`src/rtl/cla_pkg.sv`:
```
// Shared definitions for the pipelined carry-lookahead add/subtract unit.
//   OP_ADD / OP_SUB : encoding of the 'sub' operand-mode bit.
//   cla_ngrp        : number of lookahead groups, which is also the number
//                     of pipeline stages.
//   cla_params_ok   : legality of a WIDTH/GROUP pair (GROUP divides WIDTH,
//                     WIDTH >= GROUP). The top level checks it at elaboration.
package cla_pkg;

  localparam logic OP_ADD = 1'b0;
  localparam logic OP_SUB = 1'b1;

  function automatic int cla_ngrp(input int width, input int group);
    return width / group;
  endfunction

  function automatic bit cla_params_ok(input int width, input int group);
    return (group > 0) && (width >= group) && ((width % group) == 0);
  endfunction

endpackage

```
`src/rtl/cla_pipe_adder_if.sv`:
```
// Operand/result bus of cla_pipe_adder.
//   in_valid, a, b, cin, sub : operand beat (master -> unit)
//   in_ready                 : unit accepts a beat this cycle (unit -> master)
//   out_valid, sum, cout, ovf: result beat (unit -> master)
//   out_ready                : downstream takes the result (master -> unit)
//
// Handshake: a beat transfers on a rising clk edge where valid & ready are
// both 1. A source holding valid=1 keeps its payload unchanged until the
// transfer. in_ready is combinational from out_valid/out_ready; it never
// depends on in_valid. The result payload is held stable while
// out_valid=1 & out_ready=0.
interface cla_pipe_adder_if #(
  parameter int WIDTH = 16
);
  logic             in_valid;
  logic             in_ready;
  logic [WIDTH-1:0] a;
  logic [WIDTH-1:0] b;
  logic             cin;
  logic             sub;
  logic             out_valid;
  logic             out_ready;
  logic [WIDTH-1:0] sum;
  logic             cout;
  logic             ovf;

  modport master (
    output in_valid, a, b, cin, sub, out_ready,
    input  in_ready, out_valid, sum, cout, ovf
  );

  modport slave (
    input  in_valid, a, b, cin, sub, out_ready,
    output in_ready, out_valid, sum, cout, ovf
  );

endinterface

```
`src/rtl/cla_group.sv`:
```
// One GROUP-bit carry-lookahead block, purely combinational.
//   a, b   : group operand bits (b already conditioned for subtract)
//   cin    : carry into bit 0 of the group
//   sum    : group sum bits
//   cout   : carry out of the group MSB
//   c_msb  : carry into the group MSB (used for signed overflow)
// Every internal carry is a flat sum of products of g, p and cin; no carry
// depends on another computed carry.
module cla_group #(
  parameter int GROUP = 4
) (
  input  logic [GROUP-1:0] a,
  input  logic [GROUP-1:0] b,
  input  logic             cin,
  output logic [GROUP-1:0] sum,
  output logic             cout,
  output logic             c_msb
);

  logic [GROUP-1:0] p;
  logic [GROUP-1:0] g;
  logic [GROUP:0]   c;

  assign p = a ^ b;
  assign g = a & b;

  // c[i] = OR_j<i ( g[j] & p[j+1] & .. & p[i-1] ) | ( p[0] & .. & p[i-1] & cin )
  always_comb begin : lookahead
    logic term;
    logic acc;
    term = 1'b0;
    acc  = 1'b0;
    c    = '0;
    c[0] = cin;
    for (int i = 1; i <= GROUP; i++) begin
      acc = 1'b0;
      for (int j = 0; j < i; j++) begin
        term = g[j];
        for (int m = j + 1; m < i; m++) begin
          term = term & p[m];
        end
        acc = acc | term;
      end
      term = cin;
      for (int m = 0; m < i; m++) begin
        term = term & p[m];
      end
      c[i] = acc | term;
    end
  end

  assign sum   = p ^ c[GROUP-1:0];
  assign cout  = c[GROUP];
  assign c_msb = c[GROUP-1];

endmodule

```
`src/rtl/cla_pipe_adder.sv`:
```
// Pipelined, parametrised carry-lookahead add/subtract unit.
//   clk, rst : rising-edge clock, synchronous active-high reset
//   bus      : cla_pipe_adder_if slave (operands in, result out, valid/ready)
// Stage k resolves lookahead group k and registers: the sum bits produced so
// far, its group carry-out and the operand bits not yet consumed. The
// carry ripples one group per cycle, so a beat takes NGRP cycles and a new
// beat can enter every cycle. The whole pipe advances together when the
// output slot is free or being taken (no bubble collapsing).
module cla_pipe_adder
  import cla_pkg::*;
#(
  parameter int WIDTH = 16,
  parameter int GROUP = 4
) (
  input  logic              clk,
  input  logic              rst,
  cla_pipe_adder_if.slave   bus
);

  localparam int NGRP = cla_ngrp(WIDTH, GROUP);

  if (!cla_params_ok(WIDTH, GROUP)) begin : g_param_check
    $error("cla_pipe_adder: WIDTH (%0d) must be a positive multiple of GROUP (%0d)",
           WIDTH, GROUP);
  end

  logic adv;

  assign adv          = bus.out_ready | ~bus.out_valid;
  assign bus.in_ready = adv;

  for (genvar k = 0; k < NGRP; k++) begin : g_stage
    localparam int LO  = k * GROUP;      // sum bits already resolved on entry
    localparam int REM = WIDTH - LO;     // operand bits still to process

    logic [REM-1:0]      a_in;
    logic [REM-1:0]      b_in;
    logic                c_in;
    logic                v_in;
    logic [LO+GROUP-1:0] sum_nxt;
    logic [GROUP-1:0]    grp_sum;
    logic                grp_cout;
    logic                grp_cmsb;

    logic                v_r;
    logic [LO+GROUP-1:0] sum_r;
    logic                c_r;

    if (k == 0) begin : g_src
      // Subtract is A + ~B + 1; cin is ignored in that mode.
      assign a_in    = bus.a;
      assign b_in    = (bus.sub == OP_ADD) ? bus.b : ~bus.b;
      assign c_in    = (bus.sub == OP_SUB) ? 1'b1 : bus.cin;
      assign v_in    = bus.in_valid;
      assign sum_nxt = grp_sum;
    end else begin : g_src
      assign a_in    = g_stage[k-1].g_fwd.a_r;
      assign b_in    = g_stage[k-1].g_fwd.b_r;
      assign c_in    = g_stage[k-1].c_r;
      assign v_in    = g_stage[k-1].v_r;
      assign sum_nxt = {grp_sum, g_stage[k-1].sum_r};
    end

    cla_group #(
      .GROUP (GROUP)
    ) u_grp (
      .a     (a_in[GROUP-1:0]),
      .b     (b_in[GROUP-1:0]),
      .cin   (c_in),
      .sum   (grp_sum),
      .cout  (grp_cout),
      .c_msb (grp_cmsb)
    );

    // Data only loads with a valid beat, so the final-stage outputs keep the
    // last result (or their reset value) while no beat is present.
    always_ff @(posedge clk) begin
      if (rst) begin
        v_r   <= 1'b0;
        sum_r <= '0;
        c_r   <= 1'b0;
      end else if (adv) begin
        v_r <= v_in;
        if (v_in) begin
          sum_r <= sum_nxt;
          c_r   <= grp_cout;
        end
      end
    end

    if (k < NGRP - 1) begin : g_fwd
      logic [REM-GROUP-1:0] a_r;
      logic [REM-GROUP-1:0] b_r;
      // Carry into the MSB only matters for the top group.
      logic                 cmsb_unused;

      assign cmsb_unused = grp_cmsb;

      always_ff @(posedge clk) begin
        if (adv && v_in) begin
          a_r <= a_in[REM-1:GROUP];
          b_r <= b_in[REM-1:GROUP];
        end
      end
    end else begin : g_last
      logic ovf_r;

      always_ff @(posedge clk) begin
        if (rst) begin
          ovf_r <= 1'b0;
        end else if (adv && v_in) begin
          ovf_r <= grp_cout ^ grp_cmsb;
        end
      end
    end
  end

  assign bus.out_valid = g_stage[NGRP-1].v_r;
  assign bus.sum       = g_stage[NGRP-1].sum_r;
  assign bus.cout      = g_stage[NGRP-1].c_r;
  assign bus.ovf       = g_stage[NGRP-1].g_last.ovf_r;

endmodule

```
`src/flat_wrapper.sv`:
```
// flat-port wrapper written by rule: the top's interface ports become plain ports
module cla_pipe_adder_flat import cla_pkg::*;
#(
  parameter int WIDTH = 16,
  parameter int GROUP = 4
)
  (clk, rst, bus_in_valid, bus_a, bus_b, bus_cin, bus_sub, bus_out_ready, bus_in_ready, bus_out_valid, bus_sum, bus_cout, bus_ovf);
  cla_pipe_adder_if #(.WIDTH(WIDTH)) bus_i ();
  input  logic clk;
  input  logic rst;
  input wire logic [$bits(bus_i.in_valid)-1:0] bus_in_valid;
  input wire logic [$bits(bus_i.a)-1:0] bus_a;
  input wire logic [$bits(bus_i.b)-1:0] bus_b;
  input wire logic [$bits(bus_i.cin)-1:0] bus_cin;
  input wire logic [$bits(bus_i.sub)-1:0] bus_sub;
  input wire logic [$bits(bus_i.out_ready)-1:0] bus_out_ready;
  output wire logic [$bits(bus_i.in_ready)-1:0] bus_in_ready;
  output wire logic [$bits(bus_i.out_valid)-1:0] bus_out_valid;
  output wire logic [$bits(bus_i.sum)-1:0] bus_sum;
  output wire logic [$bits(bus_i.cout)-1:0] bus_cout;
  output wire logic [$bits(bus_i.ovf)-1:0] bus_ovf;
  assign bus_i.in_valid = bus_in_valid;
  assign bus_i.a = bus_a;
  assign bus_i.b = bus_b;
  assign bus_i.cin = bus_cin;
  assign bus_i.sub = bus_sub;
  assign bus_i.out_ready = bus_out_ready;
  assign bus_in_ready = bus_i.in_ready;
  assign bus_out_valid = bus_i.out_valid;
  assign bus_sum = bus_i.sum;
  assign bus_cout = bus_i.cout;
  assign bus_ovf = bus_i.ovf;
  cla_pipe_adder #(.WIDTH(WIDTH), .GROUP(GROUP)) u_core (.clk(clk), .rst(rst), .bus(bus_i));
endmodule
```
`config.mk`:
```
export PLATFORM = sky130hd
export DESIGN_NAME = cla_pipe_adder_flat
export DESIGN_NICKNAME = d
export VERILOG_FILES = /design/src/rtl/cla_pkg.sv /design/src/rtl/cla_pipe_adder_if.sv /design/src/rtl/cla_group.sv /design/src/rtl/cla_pipe_adder.sv /design/src/flat_wrapper.sv
export SDC_FILE = /design/constraint.sdc
export NUM_CORES = 1
export LEC_CHECK = 0
export ABC_CLOCK_PERIOD_IN_PS = 1900
export BUFFER_PORTS_ARGS = -buffer_cell sky130_fd_sc_hd__buf_4
export CELL_PAD_IN_SITES_DETAIL_PLACEMENT = 0
export CELL_PAD_IN_SITES_GLOBAL_PLACEMENT = 1
export CORE_UTILIZATION = 47
export CTS_BUF_LIST = sky130_fd_sc_hd__clkbuf_4 sky130_fd_sc_hd__clkbuf_8
export DETAILED_ROUTE_END_ITERATION = 12
export PLACE_DENSITY_LB_ADDON = 0.1
export SLEW_MARGIN = 20
export SYNTH_ARGS = -nofsm -noshare
export SYNTH_HDL_FRONTEND = slang
export SYNTH_SLANG_ARGS = --single-unit
export TNS_END_PERCENT = 10
```
`constraint.sdc`:
```
create_clock -name clk -period 1.9 [get_ports clk]
set_input_delay 0.19 -clock clk [delete_from_list [all_inputs] [get_ports clk]]
set_output_delay 0.19 -clock clk [all_outputs]
set_load 0.02 [all_outputs]
```
==> results of run 1 <==
==> sequential cells by signal (all words and copies together) (netlist names) <==
| name | count |
|---|---|
| u_core.g_stage.g_fwd.b_r | 24 |
| u_core.bus.out_valid | 1 |
| u_core.g_stage.v_r | 3 |
| u_core.bus.ovf | 1 |
| u_core.g_stage.c_r | 3 |
| u_core.g_stage.sum_r | 24 |
| u_core.bus.sum | 16 |
| u_core.bus.cout | 1 |
| u_core.g_stage.g_fwd.a_r | 24 |
==> cells by family after synthesis <==
family	Yosys count	synth area share [%]
flops	97	57.28
buf+inv	38	4.349
xor+xnor	20	4.142
simple gates	71	9.231
fa+ha+maj	24	7.811
compound gates	117	17.19
==> final timing paths <==
path	endpoint	cells past startpoint	startpoint	slack [ns]
max reg2reg	u_core.g_stage[1].sum_r[7]	5	u_core.g_stage[0].g_fwd.b_r[0]	0.18
min reg2reg	u_core.g_stage[1].g_fwd.a_r[5]	0	u_core.g_stage[0].g_fwd.a_r[9]	0.43
max	u_core.g_stage[1].sum_r[7]	5	u_core.g_stage[0].g_fwd.b_r[0]	0.18
min	u_core.g_stage[0].g_fwd.b_r[10]	2	bus_b[14]	0.12
==> routing by layer <==
| layer | wire, um | track usage, % | vias up |
|---|---|---|---|
| li1 | - | - | 1470 |
| met1 | 3863 | 24.24 | 1313 |
| met2 | 3250 | 24.54 | 60 |
| met3 | 276 | 3.396 | 11 |
| met4 | 132 | 7.922 | 0 |
| met5 | 0 | 0 | - |
==> area by class of cell <==
class | instances | area share, %
Timing Repair Buffer | 77 | 12.30
Clock inverter | 5 | 1.265
Clock buffer | 11 | 2.753
Inverter | 11 | 0.8185
Multi-Input combinational cell | 232 | 32.17
Sequential cell | 97 | 48.02
Tap cell | 108 | 2.679
==> synthesized netlist by cell type, drive strengths merged <==
library cell,instances
dfxtp,49
edfxtp,48
a21oi,42
o21ai,37
nand3,29
ha,20
buf,18
xor2,16
inv,11
nor2,10
clkbuf,9
a211oi,8
nand4b,8
o2111ai,8
nand2,7
nor2b,5
a21o,4
fa,4
nand2b,4
nor3,4
o211a,4
o21a,4
o221ai,4
o311ai,4
or2,4
xnor2,4
a311oi,1
o211ai,1
==> power groups by stage <==
stage	combinational [mW]	sequential [mW]	clock, mW
after detailed placement	0.414	2.40	0
final	0.431	2.35	1.35
after global routing	0.482	2.36	1.49
after CTS	0.436	2.35	1.40
after floorplan	0.280	2.39	0
after global placement	0.408	2.40	0
==> metrics by stage <==
stage	utilization, %	total power [mW]	hold slack, ns
2_1_floorplan	-	2.666	0.2889
3_3_place_gp	54.15	2.803	0.3689
3_5_place_dp	54.15	2.813	0.3692
4_1_cts	57.85	4.184	0.1002
5_1_grt	57.85	4.336	0.09899
6_report	57.85	4.131	0.1180
==> worst reg2reg max path: stages, from the launching register on <==
cell      delay, ns
edfxtp_1       0.43
ha_1           0.32
ha_1           0.22
o211a_1        0.26
or2_1          0.23
o221ai_1       0.18
==> flow_summary.yaml, run 1 <==
outcome:
  status: "finished, final reports clean"
setup_path:
  crit_path_top_delay_cell: "edfxtp_1"
  path_class: "reg -> reg"
  crit_path_max_incr_delay_ns: 0.43
  cp_top_family: "adder cells"
  critical_path_arrival_ns: 2.00
  crit_fanout: 3
  cp_common_cell: "ha_1"
  crit_path_end_kind: "flop"
  cp.required_ns: 2.17
  path_buf_inv: 0
  start_kind: "flop"
  path_cells: "ha_1, ha_1, o211a_1, or2_1, o221ai_1"
timing:
  post-route-min-period_ns: 1.725
  clock-skew-final_ns: 0.008360
  finalSetupViolations: 0
  finalHoldViolations: 0
  fin_tns_setup_ns: 0
  tightest_slew_ns: 0.5814
  fin_ws_ns: 0.1750
  drv_slew: 0
  fmax_ghz: 0.5797
  rsz0062_at_grt: "false"
  timing.final.crit_share_pct: 90.79
  maxSlewHeadroom_pct: 61.24
global_route:
  grt_pass1_vias: 2616
  grt_pass1_wl_um: 12620
  grt_start_max_net_pins: 60
  grt.total_usage_pct: 16.89
  overflow: 0
  antenna_found_initial: 0
synth:
  syn_avg_cell_area_sq_um: 11.52
  synth_top_area_cell: "edfxtp_1"
  ys_warn_count: 0
  synth-seq-cells: 97
  ys_top_cells_by_area: "edfxtp_1 (34%), dfxtp_1 (23%), ha_1 (5.9%), a21oi_1 (5.0%), o21ai_0 (4.4%)"
  syn-instance-count: 367
  syn_area_sq_um: 4229
  synth_top_area_share_pct: 34.08
  synth_nets: 429
  ys_types: 36
  ys_seq_area_share_pct: 57.28
finish:
  layout_commonest_cell: "buf_4"
  fin_cells: 541
  finalInstanceArea_sq_um: 5045
  layout.nets: 490
  seq_area_sq_um: 2422
  n_antenna_cell: 0
  layout_common_cells: "buf_4 (64), dfxtp_1 (49), edfxtp_1 (48), a21oi_1 (42), o21ai_0 (37)"
  fill_cells: 752
  multi_input_area_sq_um: 1623
  drive_gt1_share_pct: 21.25
  syn_to_final_growth_pct: 19.29
placed_design:
  gp_congestion: 0.7214
  place_ws_ns: 0.1318
  placed_cell_area_sq_um: 4722
  dp_cells: 513
  io_buffers: 57
  dpl.hpwl_um: 5026
clock_tree:
  postCtsSetupBuffers: 0
  clkLatencyLatePin_ns: 0.36
  clock-root-buffer: "clkbuf_8"
  numCtsBuffers: 9
  cts_resized: 0
  cts.sinks: 97
  cts_tree: "built"
  cts_hold_buf: 12
  htree_levels: 3
  cts_buffer_depth: 2
  cts.clk_slew.worst_paths_ns: 0.09
detailed_routing:
  vias: 2854
  ant_nets: 0
  first_iter_violations: 123
  drc: 0
  first_pass_iters: 4
  wl_um: 7522
  avgRoutedWirePerCell_um: 13.90
  vias_per_cell: 5.275
pwr:
  peakVddDrop_v: 0.0004229
  swShare_pct: 23.55
  power_leakage_nw: 1.941
  power.switching_mw: 0.9729
  p_per_area_nw_per_um2: 818.8
  p_clk_share_pct: 32.7
  combPwrFrac_pct: 10.4
  seq_power_share_pct: 56.9
  internal_power_mw: 3.158
die:
  die_width_um: 96.86
  rows: 34
  die-area_sq_um: 9381
  start_util_pct: 48.49
  io_pins: 58
  die_h_um: 96.86
  core_sq_um: 8721
hold_path:
  worstHoldPathType: "in -> reg"
flow_run:
  cap_violations: 0
(Power assumes the default switching activity.)
==> run 2, diff against run 1 <==
Settings changed: ABC_CLOCK_PERIOD_IN_PS 1900 to 1660, HOLD_SLACK_MARGIN set to 0.12, SKIP_CTS_REPAIR_TIMING set to 1.
Clock period 1.9 ns to 1.66 ns, I/O delays scaled along.
==> run 2 against run 1 <==
Effect of this change: design area up 5.4%; highest routed layer unchanged; hold slack improved by 0.12 ns; flip-flop and latch count stayed put; clock skew grew 0.0069 ns; clock power grew 28%; critical path depth unchanged.
==> flow_summary.yaml, run 2 (synthesis results as in run 1) <==
detailed_routing:
  avgRoutedWirePerCell_um: 13.98
  first_iter_violations: 94
  wl_um: 7897
  vias: 3007
  ant_nets: 0
  vias_per_cell: 5.322
  drc: 0
  first_pass_iters: 4
global_route:
  grt_pass1_vias: 2687
  antenna_found_initial: 0
  grt_start_max_net_pins: 55
  grt_pass1_wl_um: 12940
  grt.total_usage_pct: 17.05
  overflow: 0
finish:
  reg_top3: "u_core.g_stage.g_fwd.a_r (24), u_core.g_stage.g_fwd.b_r (24), u_core.g_stage.sum_r (24)"
  layout_commonest_cell: "buf_4"
  fin_cells: 565
  seq_area_sq_um: 2422
  syn_to_final_growth_pct: 25.71
  fill_cells: 721
  multi_input_area_sq_um: 1649
  drive_gt1_share_pct: 23.63
  layout_common_cells: "buf_4 (75), dfxtp_1 (49), edfxtp_1 (48), a21oi_1 (42), o21ai_0 (36)"
  layout.nets: 514
  n_antenna_cell: 0
  postLayoutCoreUtil_pct: 60.96
setup_path:
  critical_path_arrival_ns: 1.90
  path_class: "reg -> reg"
  r2r.worst_path.cells: 5
  start_kind: "flop"
  reg2reg_from: "u_core.g_stage[1].g_fwd.a_r[0]"
  r2r-end: "u_core.g_stage[2].sum_r[11]"
  crit_fanout: 3
  ff2ff_setup_slack_ns: 0.04
  cp.required_ns: 1.94
  crit_path_end_kind: "flop"
placed_design:
  dpl.hpwl_um: 5260
  dp_cells: 523
  gp_congestion: 0.7563
  io_buffers: 57
timing:
  finalHoldViolations: 0
  finalSetupViolations: 0
  timing.final.crit_share_pct: 97.84
  post-route-min-period_ns: 1.624
  hold_ws_ns: 0.2341
  fmax_ghz: 0.6157
  tightest_slew_ns: 0.5493
  fin_tns_setup_ns: 0
  rsz0062_at_grt: "true"
  maxSlewHeadroom_pct: 63.38
  drv_slew: 0
  clock-skew-final_ns: 0.01525
clock_tree:
  cts_buffer_depth: 2
  htree_levels: 3
  clock-root-buffer: "clkbuf_8"
  clkLatencyLatePin_ns: 0.36
  numCtsBuffers: 9
  cts.clk_slew.worst_paths_ns: 0.09
  cts.sinks: 97
  cts_tree: "built"
hold_path:
  hp-start: "bus_a[1]"
  hold_end: "u_core.g_stage[0].sum_r[2]"
  worstHoldPathType: "in -> reg"
  hold_depth: 3
outcome:
  status: "finished, final reports clean"
die:
  die_h_um: 96.86
  die_width_um: 96.86
  io_pins: 58
  start_util_pct: 48.49
  core_sq_um: 8721
  die-area_sq_um: 9381
  rows: 34
pwr:
  power_leakage_nw: 2.056
  peakVddDrop_v: 0.0004574
  p_per_area_nw_per_um2: 932.6
flow_run:
  cap_violations: 0
run 2: through the flow:
stage | cell area [sq um] | total power [mW] | setup slack (ns)
global route | 5316 | 5.205 | -0.01684
global placement | 4797 | 3.221 | 0.02823
CTS | 5032 | 4.967 | -0.02592
finish | 5316 | 4.958 | 0.03591
floorplan | 4232 | 3.052 | 0.04335
detailed placement | 4797 | 3.236 | -0.03734
run 2: critical path: stages (launching register included):
cell,delay (ns)
edfxtp_1,0.42
ha_1,0.32
ha_2,0.19
o211a_1,0.24
or2_1,0.22
o221ai_1,0.17
run 2: layout make-up:
cell class	count	share of cell area, %
clock buffers	9	2.330
clock inverters	7	2.095
inverters	11	0.7767
multi-input cells	232	31.02
flip-flops and latches	97	45.56
well taps	108	2.542
repair buffers	101	15.67
run 2: worst max-delay path by stage:
stage | end | slack, ns | cells past startpoint | from
after floorplan | u_core.g_stage[0].sum_r[3] | 0.04 | 7 | bus_sub
after global placement | u_core.g_stage[0].sum_r[3] | 0.03 | 7 | bus_sub
after detailed placement | u_core.g_stage[0].sum_r[3] | -0.04 | 7 | bus_sub
after CTS | u_core.g_stage[1].sum_r[7] | -0.03 | 5 | u_core.g_stage[0].g_fwd.a_r[0]
after global routing | u_core.bus.sum[15] | -0.02 | 5 | u_core.g_stage[2].g_fwd.b_r[0]
final | u_core.g_stage[2].sum_r[11] | 0.04 | 5 | u_core.g_stage[1].g_fwd.a_r[0]
run 2: metal layers:
| layer | track usage (%) | up-vias | part of all wire, % |
|---|---|---|---|
| met5 | 0 | - | 0 |
| met4 | 5.855 | 0 | 1.1 |
| met3 | 3.829 | 8 | 3.7 |
| met2 | 25.19 | 71 | 46 |
| met1 | 24.68 | 1403 | 49 |
| li1 | - | 1525 | - |
run 2: report_power, final:
part           switching [mW]  internal, mW
sequential             0.0492          2.64
clock                   0.849         0.877
combinational           0.274         0.273
